$ cat config.mk
export PLATFORM = sky130hd
export DESIGN_NAME = mem_dbus_stage
export DESIGN_NICKNAME = d
export VERILOG_FILES = /design/src/rtl/mem_dbus_stage.sv
export SDC_FILE = /design/constraint.sdc
export NUM_CORES = 1
export LEC_CHECK = 0
export BUFFER_PORTS_ARGS = -buffer_cell sky130_fd_sc_hd__buf_2
export CAP_MARGIN = 30
export CORE_AREA = 2 2 183 185
export DETAILED_ROUTE_END_ITERATION = 16
export DIE_AREA = 0 0 185 187
export GPL_ROUTABILITY_DRIVEN = 1
export HOLD_SLACK_MARGIN = 0.1
export PLACE_DENSITY = 0.55
export SYNTH_ARGS = -nofsm -noshare
export SYNTH_HDL_FRONTEND = slang
export SYNTH_SLANG_ARGS = --single-unit
$ cat constraint.sdc
create_clock -name clk -period 1.8 [get_ports clk]
set_input_delay 0.36 -clock clk [delete_from_list [all_inputs] [get_ports clk]]
set_output_delay 0.36 -clock clk [all_outputs]
set_load 0.005 [all_outputs]
$ cat src/rtl/mem_dbus_stage.sv
// MEM stage: executes byte/half/word loads and stores over a req/ack data bus, stalling the pipe meanwhile.
// Optional build macro MEM_ALIGN_CHECK_EN rejects misaligned half/word accesses without touching the bus.
module mem_dbus_stage #(
  parameter int TIMEOUT = 255
) (
  input  logic        clk,
  input  logic        rst,
  input  logic [5:0]  stall,
  input  logic [4:0]  wd_i,
  input  logic        wreg_i,
  input  logic [31:0] wdata_i,
  input  logic        whilo_i,
  input  logic [31:0] hi_i,
  input  logic [31:0] lo_i,
  input  logic        cp0_we_i,
  input  logic [4:0]  cp0_waddr_i,
  input  logic [31:0] cp0_wdata_i,
  input  logic [7:0]  aluop_i,
  input  logic [31:0] mem_addr_i,
  input  logic [31:0] reg2_i,
  output logic [4:0]  wd_o,
  output logic        wreg_o,
  output logic [31:0] wdata_o,
  output logic        whilo_o,
  output logic [31:0] hi_o,
  output logic [31:0] lo_o,
  output logic        cp0_we_o,
  output logic [4:0]  cp0_waddr_o,
  output logic [31:0] cp0_wdata_o,
  output logic        stallreq,
  output logic        dbus_req,
  output logic        dbus_we,
  output logic [3:0]  dbus_sel,
  output logic [31:0] dbus_addr,
  output logic [31:0] dbus_wdata,
  input  logic        dbus_ack,
  input  logic [31:0] dbus_rdata,
  output logic        bus_err
);

  localparam logic [7:0] OP_LB  = 8'b11100000;
  localparam logic [7:0] OP_LH  = 8'b11100001;
  localparam logic [7:0] OP_LW  = 8'b11100011;
  localparam logic [7:0] OP_LBU = 8'b11100100;
  localparam logic [7:0] OP_LHU = 8'b11100101;
  localparam logic [7:0] OP_SB  = 8'b11101000;
  localparam logic [7:0] OP_SH  = 8'b11101001;
  localparam logic [7:0] OP_SW  = 8'b11101011;

  localparam logic [1:0] IDLE = 2'd0;
  localparam logic [1:0] BUSY = 2'd1;
  localparam logic [1:0] HOLD = 2'd2;

  localparam logic [7:0] LAST_COUNT = 8'(TIMEOUT - 1);

  logic [1:0]  state;
  logic [7:0]  count;
  logic        abort;
  logic        bus_err_q;
  logic [31:0] load_data;

  logic        is_byte, is_half, is_word, is_load, is_store, is_mem;
  logic        misalign, start;
  logic [3:0]  sel_next;
  logic [31:0] wdata_next;
  logic        unused_stall_bits;

  assign unused_stall_bits = ^{stall[5], stall[3:0]};

  assign is_byte  = (aluop_i == OP_LB) || (aluop_i == OP_LBU) || (aluop_i == OP_SB);
  assign is_half  = (aluop_i == OP_LH) || (aluop_i == OP_LHU) || (aluop_i == OP_SH);
  assign is_word  = (aluop_i == OP_LW) || (aluop_i == OP_SW);
  assign is_store = (aluop_i == OP_SB) || (aluop_i == OP_SH) || (aluop_i == OP_SW);
  assign is_load  = is_byte || is_half || is_word ? !is_store : 1'b0;
  assign is_mem   = is_load || is_store;

`ifdef MEM_ALIGN_CHECK_EN
  assign misalign = (is_half && mem_addr_i[0]) || (is_word && (mem_addr_i[1:0] != 2'b00));
`else
  assign misalign = 1'b0;
`endif

  assign start = is_mem && !misalign;

  // Big-endian lanes: address offset 0 lives in bits [31:24].
  always_comb begin
    sel_next   = 4'b1111;
    wdata_next = reg2_i;
    if (is_byte) begin
      wdata_next = {4{reg2_i[7:0]}};
      case (mem_addr_i[1:0])
        2'b00:   sel_next = 4'b1000;
        2'b01:   sel_next = 4'b0100;
        2'b10:   sel_next = 4'b0010;
        default: sel_next = 4'b0001;
      endcase
    end else if (is_half) begin
      wdata_next = {2{reg2_i[15:0]}};
      sel_next   = mem_addr_i[1] ? 4'b0011 : 4'b1100;
    end
  end

  function automatic logic [31:0] extract(input logic [7:0] op, input logic [1:0] off,
                                          input logic [31:0] d);
    logic [7:0]  b;
    logic [15:0] h;
    case (off)
      2'b00:   b = d[31:24];
      2'b01:   b = d[23:16];
      2'b10:   b = d[15:8];
      default: b = d[7:0];
    endcase
    h = off[1] ? d[15:0] : d[31:16];
    case (op)
      OP_LB:   extract = {{24{b[7]}}, b};
      OP_LBU:  extract = {24'd0, b};
      OP_LH:   extract = {{16{h[15]}}, h};
      OP_LHU:  extract = {16'd0, h};
      default: extract = d;
    endcase
  endfunction

  // Bus fields stay put from issue until the next access, so dbus_we still tells load from store in HOLD.
  always_ff @(posedge clk) begin
    if (!rst) begin
      state      <= IDLE;
      count      <= 8'd0;
      abort      <= 1'b0;
      bus_err_q  <= 1'b0;
      load_data  <= 32'd0;
      dbus_req   <= 1'b0;
      dbus_we    <= 1'b0;
      dbus_sel   <= 4'd0;
      dbus_addr  <= 32'd0;
      dbus_wdata <= 32'd0;
    end else begin
      bus_err_q <= 1'b0;
      case (state)
        IDLE: begin
          if (start) begin
            dbus_req   <= 1'b1;
            dbus_we    <= is_store;
            dbus_sel   <= sel_next;
            dbus_addr  <= {mem_addr_i[31:2], 2'b00};
            dbus_wdata <= wdata_next;
            count      <= 8'd0;
            abort      <= 1'b0;
            state      <= BUSY;
          end
        end
        BUSY: begin
          if (dbus_ack) begin
            load_data <= extract(aluop_i, mem_addr_i[1:0], dbus_rdata);
            dbus_req  <= 1'b0;
            state     <= HOLD;
          end else if (count == LAST_COUNT) begin
            dbus_req  <= 1'b0;
            abort     <= 1'b1;
            bus_err_q <= 1'b1;
            state     <= HOLD;
          end else begin
            count <= count + 8'd1;
          end
        end
        HOLD: begin
          if (!stall[4]) state <= IDLE;
        end
        default: state <= IDLE;
      endcase
    end
  end

  // Everything reads as zero while reset is held; a memory op suppresses its write until HOLD.
  always_comb begin
    wd_o        = 5'd0;
    wreg_o      = 1'b0;
    wdata_o     = 32'd0;
    whilo_o     = 1'b0;
    hi_o        = 32'd0;
    lo_o        = 32'd0;
    cp0_we_o    = 1'b0;
    cp0_waddr_o = 5'd0;
    cp0_wdata_o = 32'd0;
    stallreq    = 1'b0;
    bus_err     = 1'b0;
    if (rst) begin
      wd_o        = wd_i;
      wreg_o      = wreg_i;
      wdata_o     = wdata_i;
      whilo_o     = whilo_i;
      hi_o        = hi_i;
      lo_o        = lo_i;
      cp0_we_o    = cp0_we_i;
      cp0_waddr_o = cp0_waddr_i;
      cp0_wdata_o = cp0_wdata_i;
      bus_err     = bus_err_q;
      case (state)
        IDLE: begin
          if (is_mem) begin
            wreg_o = 1'b0;
            if (misalign) bus_err = 1'b1;
            else stallreq = 1'b1;
          end
        end
        BUSY: begin
          wreg_o   = 1'b0;
          stallreq = 1'b1;
        end
        HOLD: begin
          if (abort) wreg_o = 1'b0;
          else if (!dbus_we) wdata_o = load_data;
        end
        default: ;
      endcase
    end
  end

endmodule

==> impl_metrics.toml <==
[outcome]
status = "finished with violations"
violations = "negative setup slack"

[logic_synthesis]
synth_top_area_share_pct = 35.7
synth_cell_type_count = 52
synth_seq_cells = 112
yosys-top-cells-area = "dfxtp_1 (36%), nand2_1 (12%), and2_1 (11%), a21oi_1 (9.2%), o21ai_0 (5.3%)"
async_flop_share_pct = 0
netlist_area_um2 = 6270
synth_edf_count = 0
synth_ff_type = "dfxtp_1"
avgSynthCellArea_um2 = 7.42
ys_seq_area_share_pct = 35.7
netlist_instances = 846
synth_top_area_cell = "dfxtp_1"
synth_warnings = 0

[worst_setup_path]
rr_startpoint = "state[0]$_SDFFE_PN0P_"
cp-endpoint = "wdata_o[3]"
path_class = "register to output port"
r2r-end = "dbus_wdata[31]$_SDFFE_PN0P_"
arrival_ns = 1.79
required_ns = 1.44
r2r_slack_ns = -0.19
cp_max_fo = 16
critPathCaptureType = "output port"
cp-start-kind = "register"
crit_start = "dbus_we$_SDFFE_PN0P_"
reg2reg_depth = 8

[global_route]
grt_pass1_wl_mm = 41.2
overflow = 0
grt_max_degree = 107
antenna_found_initial = 3
gr-usage-all-layers_pct = 15.2
grt_pass1_vias = 7205

[layout]
nets = 1571
seqCellArea_um2 = 2250
area_delta_synth_final_pct = 68.0
fill_cells = 3556
final_cells = 1771
multi_input_comb_area_um2 = 4200
drive_gt1_share_pct = 51.4

[floorplan]
core_region_area_um2 = 32900
start_util_pct = 19.1
ios = 467
dieArea_um2 = 34600
die_h_um = 187
die_w_um = 185
num_rows = 67

[run]
drv_cap = 0

[route]
wirelength_mm = 28.8
ant_nets = 0
drtIter0Drc = 540
drtPass1Iterations = 5
routedWlPerCell_um = 16.2
via_count = 7905
drc = 0
viasPerCell = 4.46

[clock_tree]
clkTransAtPathRegs_ns = 0.09
root_buffer = "clkbuf_16"
clk_latency_ns = 0.37
cts_hold_buf = 0
cts_made_buffers = 9
cts_tree = "done"
clkSinkCount = 112
cts.path.max_buffers = 2
htreeDepth = 3

[place]
place_congestion = 0.819
place_inst = 1734
dpl_worst_slack_ns = -0.287
place_hpwl_mm = 21.5
port_buffers = 459

[sta]
fin_crit_sh_pct = 120
fin_crit_ns = 2.15
hold_viol_final = 0
timing.final.ws_setup_ns = -0.355
rsz0062_at_grt = "yes"
finalMaxSlewViolations = 0
max_freq_mhz = 464
setup_tns_ns = -16.41
setup_violations = 81
skew_ns = 0.0200

[min_path]
min_from = "mem_addr_i[12]"
hp-class = "input port to register"

[pwr]
p_leak_nw = 4.97
powerDensity_nw_per_um2 = 544
vdd_drop_max_mv = 0.387
per-layer routing:
metal | routed length, um | part of all wire, % | track usage [%] | up-vias
met5 | 0 | 0 | 0 | -
met3 | 1790 | 6.2 | 2.67 | 45
met2 | 14400 | 50 | 27.3 | 327
met1 | 11900 | 41 | 18.4 | 3700
li1 | - | - | - | 3833
met4 | 659 | 2.3 | 4.40 | 0
timing repair:
action,in CTS,in global routing
endpoints found under the setup margin,82,83
pin swaps,13,63
gates resized for setup,27,134
cloned,2,10
buffers inserted,1,5
logic make-up (layout without fill, tap and decap cells):
group                    after synthesis  in the layout  synth area share, %
AND/OR/NAND/NOR                      362            362                 27.9
multiplexers                          42             42                 8.47
buffers and inverters                 87            560                 5.74
adder cells (fa/ha/maj)                2              2                0.399
other                                  1              5               0.0598
AO/OA/AOI/OAI                        240            240                 21.7
flip-flops                           112            112                 35.7
worst max-delay path: stages, from the launching register on:
cell	delay [ns]
dfxtp_2	0.33
or4b_4	0.64
buf_16	0.20
nand2_1	0.10
a21oi_2	0.06
buf_2	0.12
where the power goes:
part,internal (mW),switching [mW],total (mW)
registers,2.51,0.0201,2.53
logic,0.595,0.561,1.16
clock network,0.981,1.07,2.05
worst min path at each step:
| stage | endpoint | slack, ns | depth (start not counted) |
|---|---|---|---|
| 2_1_floorplan | count[7]$_SDFFE_PN0P_ | 0.45 | 1 |
| 3_3_place_gp | dbus_addr[8]$_SDFFE_PN0P_ | 0.44 | 2 |
| 3_5_place_dp | dbus_addr[13]$_SDFFE_PN0P_ | 0.44 | 2 |
| 4_1_cts | dbus_addr[12]$_SDFFE_PN0P_ | 0.21 | 3 |
| 5_1_grt | dbus_addr[12]$_SDFFE_PN0P_ | 0.21 | 3 |
| 6_report | dbus_addr[12]$_SDFFE_PN0P_ | 0.22 | 3 |
sequential cells by signal, indices dropped and copies added, names as in the netlist:
register and flops:
dbus_wdata 32, load_data 32, dbus_addr 30, count 8
dbus_sel 4, state 2, abort 1, bus_err_q 1
dbus_req 1, dbus_we 1
Yosys cell counts (6+ instances only):
library cell,count
nand2_1,195
a31oi_1,23
clkbuf_1,53
o41ai_1,7
nor2_1,9
o21a_1,8
mux2_2,9
nand3_1,15
nand2b_1,6
inv_1,9
mux4_2,8
and2_1,114
a21oi_1,115
o21ai_0,66
buf_2,15
dfxtp_1,112
buf_1,6
mux2i_1,25
layout by cell type (no fill, tap or decap), types with 4 or more instances in the layout:
master / count
a21oi_1: 81
mux2i_1: 25
buf_6: 10
o21ai_0: 59
nor2_1: 8
a31oi_1: 23
and2_1: 114
dfxtp_2: 4
o41ai_1: 7
buf_2: 458
nand2_1: 144
inv_1: 9
mux2_2: 9
a21oi_2: 34
a221oi_1: 4
nand3_1: 9
o21a_1: 8
nand2b_1: 6
clkbuf_16: 15
nand2_2: 20
dfxtp_1: 107
buf_4: 46
nand2_4: 31
o21ai_1: 8
mux4_2: 8
nand3_2: 6
buf_12: 10
cell type report:
class | count | share of cell area [%]
multi-input cells | 648 | 39.9
repair buffers | 534 | 30.2
flip-flops and latches | 112 | 21.4
well taps | 448 | 5.32
clock buffers | 10 | 2.17
clock inverters | 6 | 0.641
inverters | 10 | 0.356
diodes | 3 | 0.0712
metrics by stage:
stage	hold WS, ns	power, mW	cell area [um^2]	utilization, %
2_1_floorplan	0.449	3.02	6300	-
3_3_place_gp	0.440	3.65	9370	28.5
3_5_place_dp	0.444	3.66	9370	28.5
4_1_cts	0.208	5.74	9830	29.9
5_1_grt	0.209	6.03	10500	32.1
6_report	0.221	5.73	10500	32.1
(Power assumes the default switching activity.)
